## config.mk

```make
export PLATFORM = sky130hd
export DESIGN_NAME = unidade_controle_multiciclo
export DESIGN_NICKNAME = d
export VERILOG_FILES = /design/src/rtl/unidade_controle_multiciclo.sv
export SDC_FILE = /design/constraint.sdc
export NUM_CORES = 1
export LEC_CHECK = 0
export BUFFER_PORTS_ARGS = -buffer_cell sky130_fd_sc_hd__buf_4
export CORE_MARGIN = 4
export CORE_UTILIZATION = 44
export DETAILED_ROUTE_END_ITERATION = 8
export PLACE_DENSITY = 0.84
export SLEW_MARGIN = 20
export SYNTH_ARGS = -nofsm -noshare
export SYNTH_HDL_FRONTEND = slang
export SYNTH_SLANG_ARGS = --single-unit
export TNS_END_PERCENT = 50
```

## constraint.sdc

```tcl
create_clock -name Clock -period 1.6 [get_ports Clock]
set_input_delay 0.16 -clock Clock [delete_from_list [all_inputs] [get_ports Clock]]
set_output_delay 0.16 -clock Clock [all_outputs]
set_load 0.02 [all_outputs]
```

## src/rtl/unidade_controle_multiciclo.sv

```systemverilog
// Multicycle control FSM for the 8-bit nRisc datapath: fetch, decode, execute, memory and write-back sequencing.
// Optional retired-instruction counter (NumInstr) is enabled by defining CONTROLE_CONTADOR_EN.
module unidade_controle_multiciclo #(
    parameter int MEM_TIMEOUT = 15
`ifdef CONTROLE_CONTADOR_EN
   ,parameter int W_CNT = 16
`endif
) (
    input  logic       Clock,
    input  logic       Reset,
    input  logic [7:0] Instr,
    input  logic       InstrPronta,
    input  logic       MemPronta,
    output logic       ReqInstr,
    output logic       PCInc,
    output logic       MemReq,
    output logic       MemEsc,
    output logic [2:0] RegLido1,
    output logic [2:0] RegLido2,
    output logic [2:0] RegEscrito,
    output logic       EscReg,
    output logic       SelDado,
    output logic [1:0] OpULA,
    output logic       Erro
`ifdef CONTROLE_CONTADOR_EN
   ,output logic [W_CNT-1:0] NumInstr
`endif
);

    typedef enum logic [2:0] {
        BUSCA,
        DECOD,
        EXEC,
        MEM,
        WB,
        ERRO
    } estadoT;

    localparam logic [1:0] OP_SUB = 2'b01;
    localparam logic [1:0] OP_LW  = 2'b10;
    localparam logic [1:0] OP_SW  = 2'b11;

    // The counter only ever needs to hold 0 .. MEM_TIMEOUT-1; reaching the limit ends the wait.
    localparam int            CW         = (MEM_TIMEOUT < 2) ? 1 : $clog2(MEM_TIMEOUT);
    localparam logic [CW-1:0] LIMIT      = CW'((MEM_TIMEOUT == 0) ? 0 : MEM_TIMEOUT - 1);
    localparam bit            TIMEOUT_ON = (MEM_TIMEOUT != 0);

    estadoT        estado;
    logic [7:0]    ir;
    logic [CW-1:0] waitCnt;
    logic [1:0]    op;
    logic          timeoutHit;

    assign op         = ir[7:6];
    assign timeoutHit = TIMEOUT_ON && (waitCnt == LIMIT);

    always_ff @(posedge Clock or posedge Reset) begin
        if (Reset) begin
            estado  <= BUSCA;
            ir      <= '0;
            waitCnt <= '0;
        end else begin
            case (estado)
                BUSCA: begin
                    if (InstrPronta) begin
                        ir      <= Instr;
                        estado  <= DECOD;
                        waitCnt <= '0;
                    end else if (timeoutHit) begin
                        estado  <= ERRO;
                        waitCnt <= '0;
                    end else begin
                        waitCnt <= waitCnt + 1'b1;
                    end
                end
                DECOD: estado <= EXEC;
                EXEC:  estado <= op[1] ? MEM : WB;
                MEM: begin
                    // A ready seen on the last allowed cycle still completes normally.
                    if (MemPronta) begin
                        estado  <= (op == OP_LW) ? WB : BUSCA;
                        waitCnt <= '0;
                    end else if (timeoutHit) begin
                        estado  <= ERRO;
                        waitCnt <= '0;
                    end else begin
                        waitCnt <= waitCnt + 1'b1;
                    end
                end
                WB:      estado <= BUSCA;
                ERRO:    estado <= ERRO;
                default: estado <= BUSCA;
            endcase
        end
    end

    // Reset gates the two outputs that would otherwise be live in the reset state.
    always_comb begin
        ReqInstr   = (estado == BUSCA) && !Reset;
        PCInc      = (estado == BUSCA) && InstrPronta && !Reset;
        OpULA      = ((estado == EXEC) && (op == OP_SUB)) ? 2'b01 : 2'b00;
        MemReq     = (estado == MEM);
        MemEsc     = (estado == MEM) && (op == OP_SW);
        EscReg     = (estado == WB);
        SelDado    = (estado == WB) && (op == OP_LW);
        Erro       = (estado == ERRO);
        RegLido1   = ir[5:3];
        RegLido2   = ir[2:0];
        RegEscrito = ir[5:3];
    end

`ifdef CONTROLE_CONTADOR_EN
    logic retira;

    assign retira = (estado == WB) || ((estado == MEM) && (op == OP_SW) && MemPronta);

    always_ff @(posedge Clock or posedge Reset) begin
        if (Reset) begin
            NumInstr <= '0;
        end else if (retira && (NumInstr != '1)) begin
            NumInstr <= NumInstr + 1'b1;
        end
    end
`endif

endmodule

```

==> results.py <==
metrics = {
    "route": {
        "drc": 0,
        "first_pass_iters": 4,
        "ant_nets": 0,
        "drt-total-wl_um": 1919,
        "first_iter_violations": 20,
        "wl_per_cell_um": 12.88,
        "dr_total_vias": 738,
        "viasPerCell": 4.953,
    },
    "timing": {
        "fin_worst_skew_ps": 3.831,
        "worstMarginPinSlew_ps": 571.3,
        "fin_crit_sh_pct": 102.0,
        "drv_slew": 0,
        "fmax_mhz": 612.5,
        "fin_ws_ps": -32.71,
        "finalCriticalPeriod_ps": 1633,
        "hold_ws_ps": 95.87,
        "slew_headroom_pct": 61.87,
        "hold_viol": 0,
        "setup_viol": 1,
        "rsz0062_at_grt": "yes",
    },
    "layout": {
        "utilization_pct": 64.50,
        "fill_cells": 144,
        "final_cell_area_sq_um": 1252,
        "antenna_cells": 0,
        "syn_to_final_growth_pct": 39.41,
        "nets": 137,
        "drive_gt1_share_pct": 50.82,
    },
    "clock_network": {
        "cts_tree": "done",
        "cts_root_buffer": "clkbuf_4",
        "clock-sinks": 15,
        "clkLatencyLatePin_ps": 290,
        "h-tree-depth": 1,
        "cts.clk_slew.worst_paths_ps": 90,
        "numCtsBuffers": 3,
        "cts_buffer_depth": 2,
    },
    "setup_path": {
        "worstSetupEndpointType": "primary output",
        "worstPathArrival_ps": 1470,
        "worstSetupStartpointType": "flip-flop",
        "worst-path-max-fanout": 4,
        "cpMaxStageDelayCell": "dfrtp_1",
        "max_stage_delay_ps": 410,
        "worst_path_dominant_cell_family": "buffers and inverters",
        "critPathRequiredTime_ps": 1440,
        "cp_common_cell": "buf_6",
        "worstPathBufferInverterCount": 4,
        "critical_path_class": "reg -> out",
        "cp_cell_sequence": "buf_6, buf_6, nand3b_1, inv_1, and3_1, buf_6",
    },
    "logic_synthesis": {
        "synth_seq_cells": 15,
        "netlist_area_sq_um": 898.4,
        "synth_area_leaders": "dfrtp_1, mux2_2, buf_4",
        "synth_top_cell_by_area": "dfrtp_1",
        "syn_inst": 90,
        "synth_fp_nets": 104,
        "synth.avg_cell_area_sq_um": 9.982,
        "yosysSeqAreaShare_pct": 41.78,
        "yosys.area.top_type_share_pct": 41.78,
        "yosysWarnings": 0,
        "synth_cell_types": 32,
    },
    "placement": {
        "gp_congestion": 0.8138,
        "dp_hpwl_um": 1434,
        "placed_area_sq_um": 1110,
        "numPortBuffers": 28,
    },
    "global_routing": {
        "first_global_vias": 658,
        "overflow": 0,
        "grt_start_max_net_pins": 16,
        "grt_pass1_wl_um": 2918,
        "antenna_found_initial": 0,
        "track_usage_pct": 14.41,
    },
    "floorplanning": {
        "die_area_sq_um": 2829,
        "rows": 16,
        "coreArea_sq_um": 1942,
        "io_pins": 30,
        "die_w_um": 53.19,
        "die_y_um": 53.19,
        "start_util_pct": 46.26,
    },
    "worst_hold_path": {
        "hp-class": "in -> reg",
    },
    "pwr": {
        "power.density_nw_per_um2": 2047,
        "p_leak_nw": 0.6203,
        "ir_drop_v": 0.001059,
    },
    "run_status": {
        "violations": "setup timing",
        "status": "complete, but fails checks",
    },
    "run": {
        "cap_violations": 0,
    },
}
[cells in the final DEF, fill, tap and decap left out, types with 2 or more instances in the layout]
master	instances
nor2_1	4
a21oi_1	2
buf_6	5
buf_4	34
o21ai_0	2
nand2_1	6
nor4_2	2
o21ai_1	2
a211o_1	2
and3_1	3
clkbuf_4	3
nand2b_4	2
mux2_2	8
inv_1	6
ha_1	2
dfrtp_1	15
[state kept, by name, summed over array words and instances, names as in the netlist]
name and cells:
waitCnt 4, ir 8, estado 3
[path summary, 6_finish.rpt]
check	slack [ps]	depth (start not counted)	from	end
min in group asynchronous	500	3	Reset	waitCnt[2]
worst max register to register	50	6	estado[0]	waitCnt[2]
max in group asynchronous	720	3	Reset	estado[2]
worst min register to register	520	1	ir[1]	ir[1]
worst max-delay path	-30	6	estado[0]	MemEsc
worst min-delay path	100	2	Instr[3]	ir[3]
[final cells by class]
cell class	count	area (sq um)	area share, %
Sequential cell	15	375.4	29.97
Multi-Input combinational cell	56	451.7	36.06
Clock inverter	1	5.005	0.3996
Clock buffer	3	22.52	1.798
Tap cell	27	33.78	2.697
Inverter	6	22.52	1.798
Timing Repair Buffer	41	341.6	27.27
[synthesized netlist by cell type]
cell and count:
nor2_1 4, mux2_2 8, nand3_1 1, buf_4 10
buf_2 1, nor4_1 2, nand2b_1 3, and2_1 2
nand3b_1 1, a21o_1 1, ha_1 2, a221o_1 1
a21oi_1 2, inv_1 6, a2bb2oi_1 1, dfrtp_1 15
conb_1 1, and3_1 3, nor3_1 3, a31oi_1 1
nor3b_4 1, o32ai_1 1, o211ai_1 1, or2_1 1
o2bb2ai_1 1, buf_6 2, nand2_1 6, o21a_1 1
o21ai_0 4, o31ai_1 1, nor2b_1 1, a211o_1 2
[cell families (layout without fill, tap and decap cells)]
family | after synthesis | in the layout | synth area share, %
simple gates | 28 | 28 | 17.69
buf+inv | 19 | 51 | 13.93
compound gates | 17 | 17 | 13.37
flops | 15 | 15 | 41.78
mux | 8 | 8 | 10.03
fa+ha+maj | 2 | 2 | 2.785
other cells | 1 | 1 | 0.4174
[per-stage QoR]
step	setup TNS, ps	cells	power [mW]	setup slack, ps
floorplan	-224.9	90	1.767	-28.11
global route	-335.7	149	2.751	-87.03
detailed placement	0	139	2.094	9.790
global placement	0	139	2.052	89.28
CTS	-92.74	146	2.397	-92.74
finish	-32.71	149	2.564	-32.71
[where the power goes]
part	internal (mW)	leakage (nW)	switching, mW
Clock	0.0930	0.0177	0.130
Sequential	0.568	0.184	0.150
Combinational	0.820	0.419	0.804
[what timing repair did]
action,4_1_cts,5_1_grt
endpoints found under the hold margin,15,0
setup endpoints to repair,4,9
buffers inserted,2,4
gates resized for setup,3,13
hold buffers,1,0
pin swaps,1,3
[layer usage]
| metal | track usage, % | share of wire, % |
|---|---|---|
| met1 | 17.54 | 43 |
| met2 | 24.59 | 52 |
| met3 | 2.535 | 4.2 |
| met4 | 6.383 | 1.0 |
| met5 | 0 | 0 |
[worst reg2reg max path: cells and delay by family (launching register included)]
kind,cells,cell delay [ps]
compound gates,3,750
flops,1,400
buf+inv,2,210
simple gates,1,130
(Power assumes the default switching activity.)
